**src/rtl/fifo_stream_reader.sv**
```systemverilog
// rtl/fifo_stream_reader.sv - FIFO read-side master feeding a valid/ready output stream
//
// Purpose:
//   Pops words from a synchronous FIFO (data valid the cycle after the pop)
//   and presents them in order on a valid/ready stream through a 2-entry
//   skid buffer. It sustains one word per cycle and never pops an empty FIFO.
//
// Ports:
//   clk           system clock, all logic on posedge
//   rst_n         synchronous active-low reset
//   fifo_empty    FIFO empty flag
//   fifo_rd_en    pop request to FIFO
//   fifo_rd_data  FIFO read data, valid the cycle after an accepted pop
//   m_valid       output word valid
//   m_ready       downstream accepts word
//   m_data        output word (0 while idle)
//   flush         discard all buffered and in-flight words
//   busy          m_valid or a pop in flight
//   words_out     count of completed output handshakes (wraps)

module fifo_stream_reader #(
  parameter int DATA_WIDTH = 16,
  parameter int CNT_WIDTH  = 16
) (
  input  logic                  clk,
  input  logic                  rst_n,
  input  logic                  fifo_empty,
  output logic                  fifo_rd_en,
  input  logic [DATA_WIDTH-1:0] fifo_rd_data,
  output logic                  m_valid,
  input  logic                  m_ready,
  output logic [DATA_WIDTH-1:0] m_data,
  input  logic                  flush,
  output logic                  busy,
  output logic [CNT_WIDTH-1:0]  words_out
);

  logic [DATA_WIDTH-1:0] r_buf0;
  logic [DATA_WIDTH-1:0] r_buf1;
  logic [1:0]            r_cnt;
  logic                  r_inflight;
  logic [CNT_WIDTH-1:0]  r_words;

  logic                  w_out_pop;
  logic [1:0]            w_rem;
  logic [2:0]            w_credit;

  assign m_valid   = (r_cnt != 2'd0);
  assign m_data    = m_valid ? r_buf0 : '0;
  assign busy      = m_valid || r_inflight;
  assign words_out = r_words;

  assign w_out_pop = m_valid && m_ready;

  // Entries left after this cycle's handshake; capture lands right behind them.
  assign w_rem = r_cnt - {1'b0, w_out_pop};

  // Slots committed after this cycle: everything buffered or in flight, minus
  // the word leaving now. A new pop is allowed only if a slot stays free.
  assign w_credit = {1'b0, r_cnt} + {2'b00, r_inflight} - {2'b00, w_out_pop};

  assign fifo_rd_en = rst_n && !flush && !fifo_empty && (w_credit < 3'd2);

  always_ff @(posedge clk) begin
    if (!rst_n) begin
      r_buf0     <= '0;
      r_buf1     <= '0;
      r_cnt      <= 2'd0;
      r_inflight <= 1'b0;
      r_words    <= '0;
    end else begin
      // fifo_rd_en already folds in !fifo_empty and !flush, so it is the pop.
      r_inflight <= fifo_rd_en;

      if (w_out_pop) begin
        r_words <= r_words + {{(CNT_WIDTH-1){1'b0}}, 1'b1};
      end

      if (flush) begin
        r_buf0 <= '0;
        r_buf1 <= '0;
        r_cnt  <= 2'd0;
      end else begin
        r_cnt <= w_rem + {1'b0, r_inflight};

        if (w_out_pop) begin
          r_buf0 <= r_buf1;
        end

        // Placed after the shift so a capture into an emptied head wins.
        if (r_inflight) begin
          if (w_rem == 2'd0) begin
            r_buf0 <= fifo_rd_data;
          end else begin
            r_buf1 <= fifo_rd_data;
          end
        end
      end
    end
  end

endmodule
```
**config.mk**
```make
export PLATFORM = sky130hd
export DESIGN_NAME = fifo_stream_reader
export DESIGN_NICKNAME = d
export VERILOG_FILES = /design/src/rtl/fifo_stream_reader.sv
export SDC_FILE = /design/constraint.sdc
export NUM_CORES = 1
export LEC_CHECK = 0
export ABC_CLOCK_PERIOD_IN_PS = 2800
export CAP_MARGIN = 20
export CORE_ASPECT_RATIO = 0.6
export CORE_MARGIN = 2
export CORE_UTILIZATION = 49
export CTS_BUF_LIST = sky130_fd_sc_hd__clkbuf_2 sky130_fd_sc_hd__clkbuf_4 sky130_fd_sc_hd__clkbuf_8
export CTS_CLUSTER_SIZE = 16
export DETAILED_ROUTE_END_ITERATION = 8
export PLACE_DENSITY = 0.8
export SYNTH_ARGS = -nofsm -noshare
export SYNTH_HDL_FRONTEND = slang
export SYNTH_SLANG_ARGS = --single-unit
```
**constraint.sdc**
```tcl
create_clock -name clk -period 2.8 [get_ports clk]
set_clock_uncertainty 0.05 [all_clocks]
set_input_delay 0.56 -clock clk [delete_from_list [all_inputs] [get_ports clk]]
set_output_delay 0.56 -clock clk [all_outputs]
set_load 0.01 [all_outputs]
```
[Yosys cells after proc, flatten, opt, wreduce, memory -nomap -nowiden]
Index checks and enable logic that the tools add are counted.
Word-level totals
  register bits: 51
  output and inout bits: 35
  word-level logic and storage cells: 28
Cells by class
  add/subtract/negate cells: 5
  order comparisons: 1
  mux-type cells: 4
  bitwise operators: 2
  reductions and logical operators: 11
Operators with widths (count)
  16-bit 2-to-1 mux: 4
  16-bit by 1-bit adder with 16-bit output (second input constant): 1
  1-bit logical AND: 4
  2-bit by 1-bit adder with 3-bit output: 1
  3-bit by 2-bit less-than comparator with 1-bit output (second input constant): 1
  3-bit by 1-bit subtractor with 3-bit output: 1
  2-bit by 1-bit adder with 2-bit output: 1
  1-bit zero test: 2
  2-bit zero test: 1
  1-bit NOT: 2
  2-bit AND reduction: 1
  2-bit nonzero test: 1
  2-bit OR reduction: 1
  2-bit by 1-bit subtractor with 2-bit output: 1
  1-bit logical OR: 1

[Logic depth before layout (Yosys ltp)]
  depth after elaboration: 6
  mapped depth: 7

[Worst setup path before layout]
OpenSTA, ideal clock, no wires.
  path type: register -> output
  start point: register r_cnt[1]
  end point: output fifo_rd_en
  arrival time: 2.071 ns
  required time: 2.190 ns
  path slack: 0.119 ns
  cell stages (with the launch flop): 8
  path buffers: 2
  cell sequence: dfxtp_1 buf_2 o21ai_2 clkbuf_1 nor2_1 fa_1 xor2_1 nor4b_1
On the way
  cells in the longest elaborated chain, start to end: 5
RTL lines
  start: declaration: RTL line 40  | logic [1:0] r_cnt;
  start signal: assignment: RTL line 84  | r_cnt <= w_rem + {1'b0, r_inflight};
  parallel branches: the longest is 2 deep, another holds 2-bit by 1-bit adder with 3-bit output
  3-bit by 1-bit subtractor with 3-bit output *: RTL line 60  | assign w_credit = {1'b0, r_cnt} + {2'b00, r_inflight} - {2'b00, w_out_pop};
  3-bit by 2-bit less-than comparator with 1-bit output *: RTL line 62  | assign fifo_rd_en = rst_n && !flush && !fifo_empty && (w_credit < 3'd2);
  1-bit logical AND *: RTL line 62
  end: declaration: RTL line 28  | output logic fifo_rd_en,
Every way passes the cells marked *.

[Worst setup path in the final report]
  start point: input m_ready
  end point: output fifo_rd_en
On the way
  cells in the longest elaborated chain, start to end: 4
RTL lines
  start: declaration: RTL line 31  | input logic m_ready,
  1-bit logical AND: RTL line 53  | assign w_out_pop = m_valid && m_ready;
  3-bit by 1-bit subtractor with 3-bit output: RTL line 60
  3-bit by 2-bit less-than comparator with 1-bit output: RTL line 62
  1-bit logical AND: RTL line 62
No other way between the ends.

==> metrics.txt <==
Synth Flop Type dfxtp_1; vias in the first global route 1915; CTS root buf clkbuf_8; Slew @ Worst Pin 0.703 ns; drt wl/cell 12.9 um; vias 2097; Iter 0 DRT Violations 102; Worst Setup Start Kind primary input; Site Rows 19; core area 4560 um2; placed cells 401; worst reg2reg path depth 5; kind of end point of the critical path primary output; unrepaired setup endpoints after global routing false; share of synthesized flip-flops with an asynchronous set or reset 0%; die area 5310 um2; Vias/cell 5.13; Synth Cell Area 2320 um2; Die Wd 92.8 um; total CTS buffers 5; cell depth of the worst hold path 2; kind of critical path primary input to primary output; Post-Syn Instances 290; status complete, no violations; Sw Share 21.2%; largest net degree at the start of global routing 36; max-slew violations 0; Filler cells 386; flops & latches, synth 51; H-Tree Depth 2; DRT Pass-1 Iters 4; initial antenna violation count 0; syn avg cell area 7.99 um2; Pleak 0.00105 uW; GR Overflow Total 0; CTS sink cnt 51; EDFF count, synth 0; fin crit period 2.65 ns; DRC errors left 0; Psw 287 uW; max-cap violations 0; HP Class flop to flop; share of cells above drive strength 1 7.80%; Initial Util 50.8%; Int Pwr 1070 uW; leading area contributor after synthesis dfxtp_1; Unique masters post-synth 29; area grow syn2layout 32.6%; Syn Nets 314; Final HPWL DP 3.66 mm; VDD IR max 0.000368 V; crit path DAT 2.04 ns; GRT Total Usage 20.0%; I/O pin total 56; worst-skew pair later-pin latency 0.30 ns; final net count 369; TritonCTS clock tree built; Synth top cells by count nand2_1 (76), dfxtp_1 (51), nor2_1 (35); top cell type's share of synthesized area 44.1%; Synth area leaders dfxtp_1 (44%), nand2_1 (12%), a311oi_1 (6.0%); Worst-path clk slew 0.09 ns; gpl congestion 0.758; Ant. Diodes 0; Clock Power Share 39.1%; ANT nets after route 0; Fin. Hold Viols 0; count leader, synth nand2_1; global-route wire length before repair 8.52 mm; total negative setup slack 0 ns; CP max FO 3; Relative slew margins 53.1%; fmax 378 MHz; period utilisation layout 94.5%; power share of the sequential group 54.3%; Final Setup Violations 0; drt total wl 5.26 mm; clock buffer depth 2; PortBufs 55; yosys warns 0; final std cells w/o fill 409; P per Cell Area 440 nW/um2; post-synthesis sequential area ratio 44.1%; post-CTS setup repair buffer count 0; critical path data required time 2.19 ns; combinational share of power 6.6%; Die Ht 57.3 um; fin util 67.3%
worst max-delay path: stages:
cell	delay (ns)
dlygate4sd2_1	0.27
xor2_1	0.16
nand2_1	0.08
fa_1	0.37
xor2_1	0.17
nor4b_2	0.25
buf_2	0.17
final timing paths:
check                     startpoint                       to  slack, ns
min          r_buf1[10]$_SDFFE_PP0P_  r_buf1[10]$_SDFFE_PP0P_       0.41
max reg2reg      r_cnt[0]$_SDFF_PP0_   r_buf1[5]$_SDFFE_PP0P_       1.17
min reg2reg  r_buf1[10]$_SDFFE_PP0P_  r_buf1[10]$_SDFFE_PP0P_       0.41
max                          m_ready               fifo_rd_en       0.15
power by group through the flow:
stage                     registers (uW)  logic [uW]  clock network, uW
after global placement               752        87.7                  0
final                                735        89.3                529
after floorplan                      752        38.7                  0
after CTS                            735        89.4                538
after detailed placement             752        89.0                  0
after global routing                 736        96.9                566
cell usage in the layout, fill, tap and decap left out, drive strengths merged, types with 2 or more instances in the layout:
cell type,count
a311oi,16
nor4,3
nand2b,6
inv,5
dfxtp,51
nor2b,18
nor3,2
clkdlybuf4s50,53
nor4b,2
nand3,6
ha,2
a21oi,18
xnor2,9
nand2,76
o21ai,2
clkbuf,6
nand4,6
mux2i,4
buf,11
nor2,35
xor2,4
area by class of cell:
| type | instances | area (um2) | area share [%] |
|---|---|---|---|
| Tap cell | 63 | 78.8 | 2.57 |
| Clock inverter | 2 | 35.0 | 1.14 |
| Sequential cell | 51 | 1020 | 33.2 |
| Inverter | 5 | 18.8 | 0.611 |
| Timing Repair Buffer | 65 | 619 | 20.2 |
| Clock buffer | 6 | 82.6 | 2.69 |
| Multi-Input combinational cell | 217 | 1220 | 39.6 |
metrics by stage:
step	hold WS (ns)	total power, uW	setup WS [ns]	cell area [um2]
final	0.412	1350	0.153	3070
after global routing	0.432	1400	0.0738	3070
after CTS	0.410	1360	0.0452	3070
after detailed placement	0.397	841	-0.560	2950
after global placement	0.393	839	-0.539	2950
after floorplan	0.387	791	0.119	2320
state kept, by name, indices dropped and copies added, names as in the netlist:
name,cells
r_inflight,1
r_buf0,16
words_out,16
r_cnt,2
r_buf1,16
per-layer routing:
metal / global-route usage [%] / part of all wire, % / up-vias
met3: 5.68 / 5.9 / 7
met4: 4.83 / 0.76 / 0
li1: - / - / 1076
met2: 30.4 / 43 / 54
met5: 0 / 0 / -
met1: 28.4 / 50 / 960
logic make-up (layout without fill, tap and decap cells):
group	count (synthesis)	in the layout	share of synthesized area (%)
adders and majority gates	3	3	1.94
AOI/OAI and AO/OA	41	41	12.7
xor gates and xnor gates	13	13	4.91
buffers and inverters	22	78	4.05
and+or+nand+nor	156	156	30.6
muxes	4	4	1.73
DFF	51	51	44.1
repair_timing:
| action | 4_1_cts | 5_1_grt |
|---|---|---|
| hold endpoints to repair | 0 | 0 |
| setup endpoints to repair | 18 | 2 |
| pin swaps | 0 | 0 |
| resized for setup | 7 | 2 |
| hold buffers | 0 | 0 |
No activity file was read; power rests on OpenSTA's default activity.
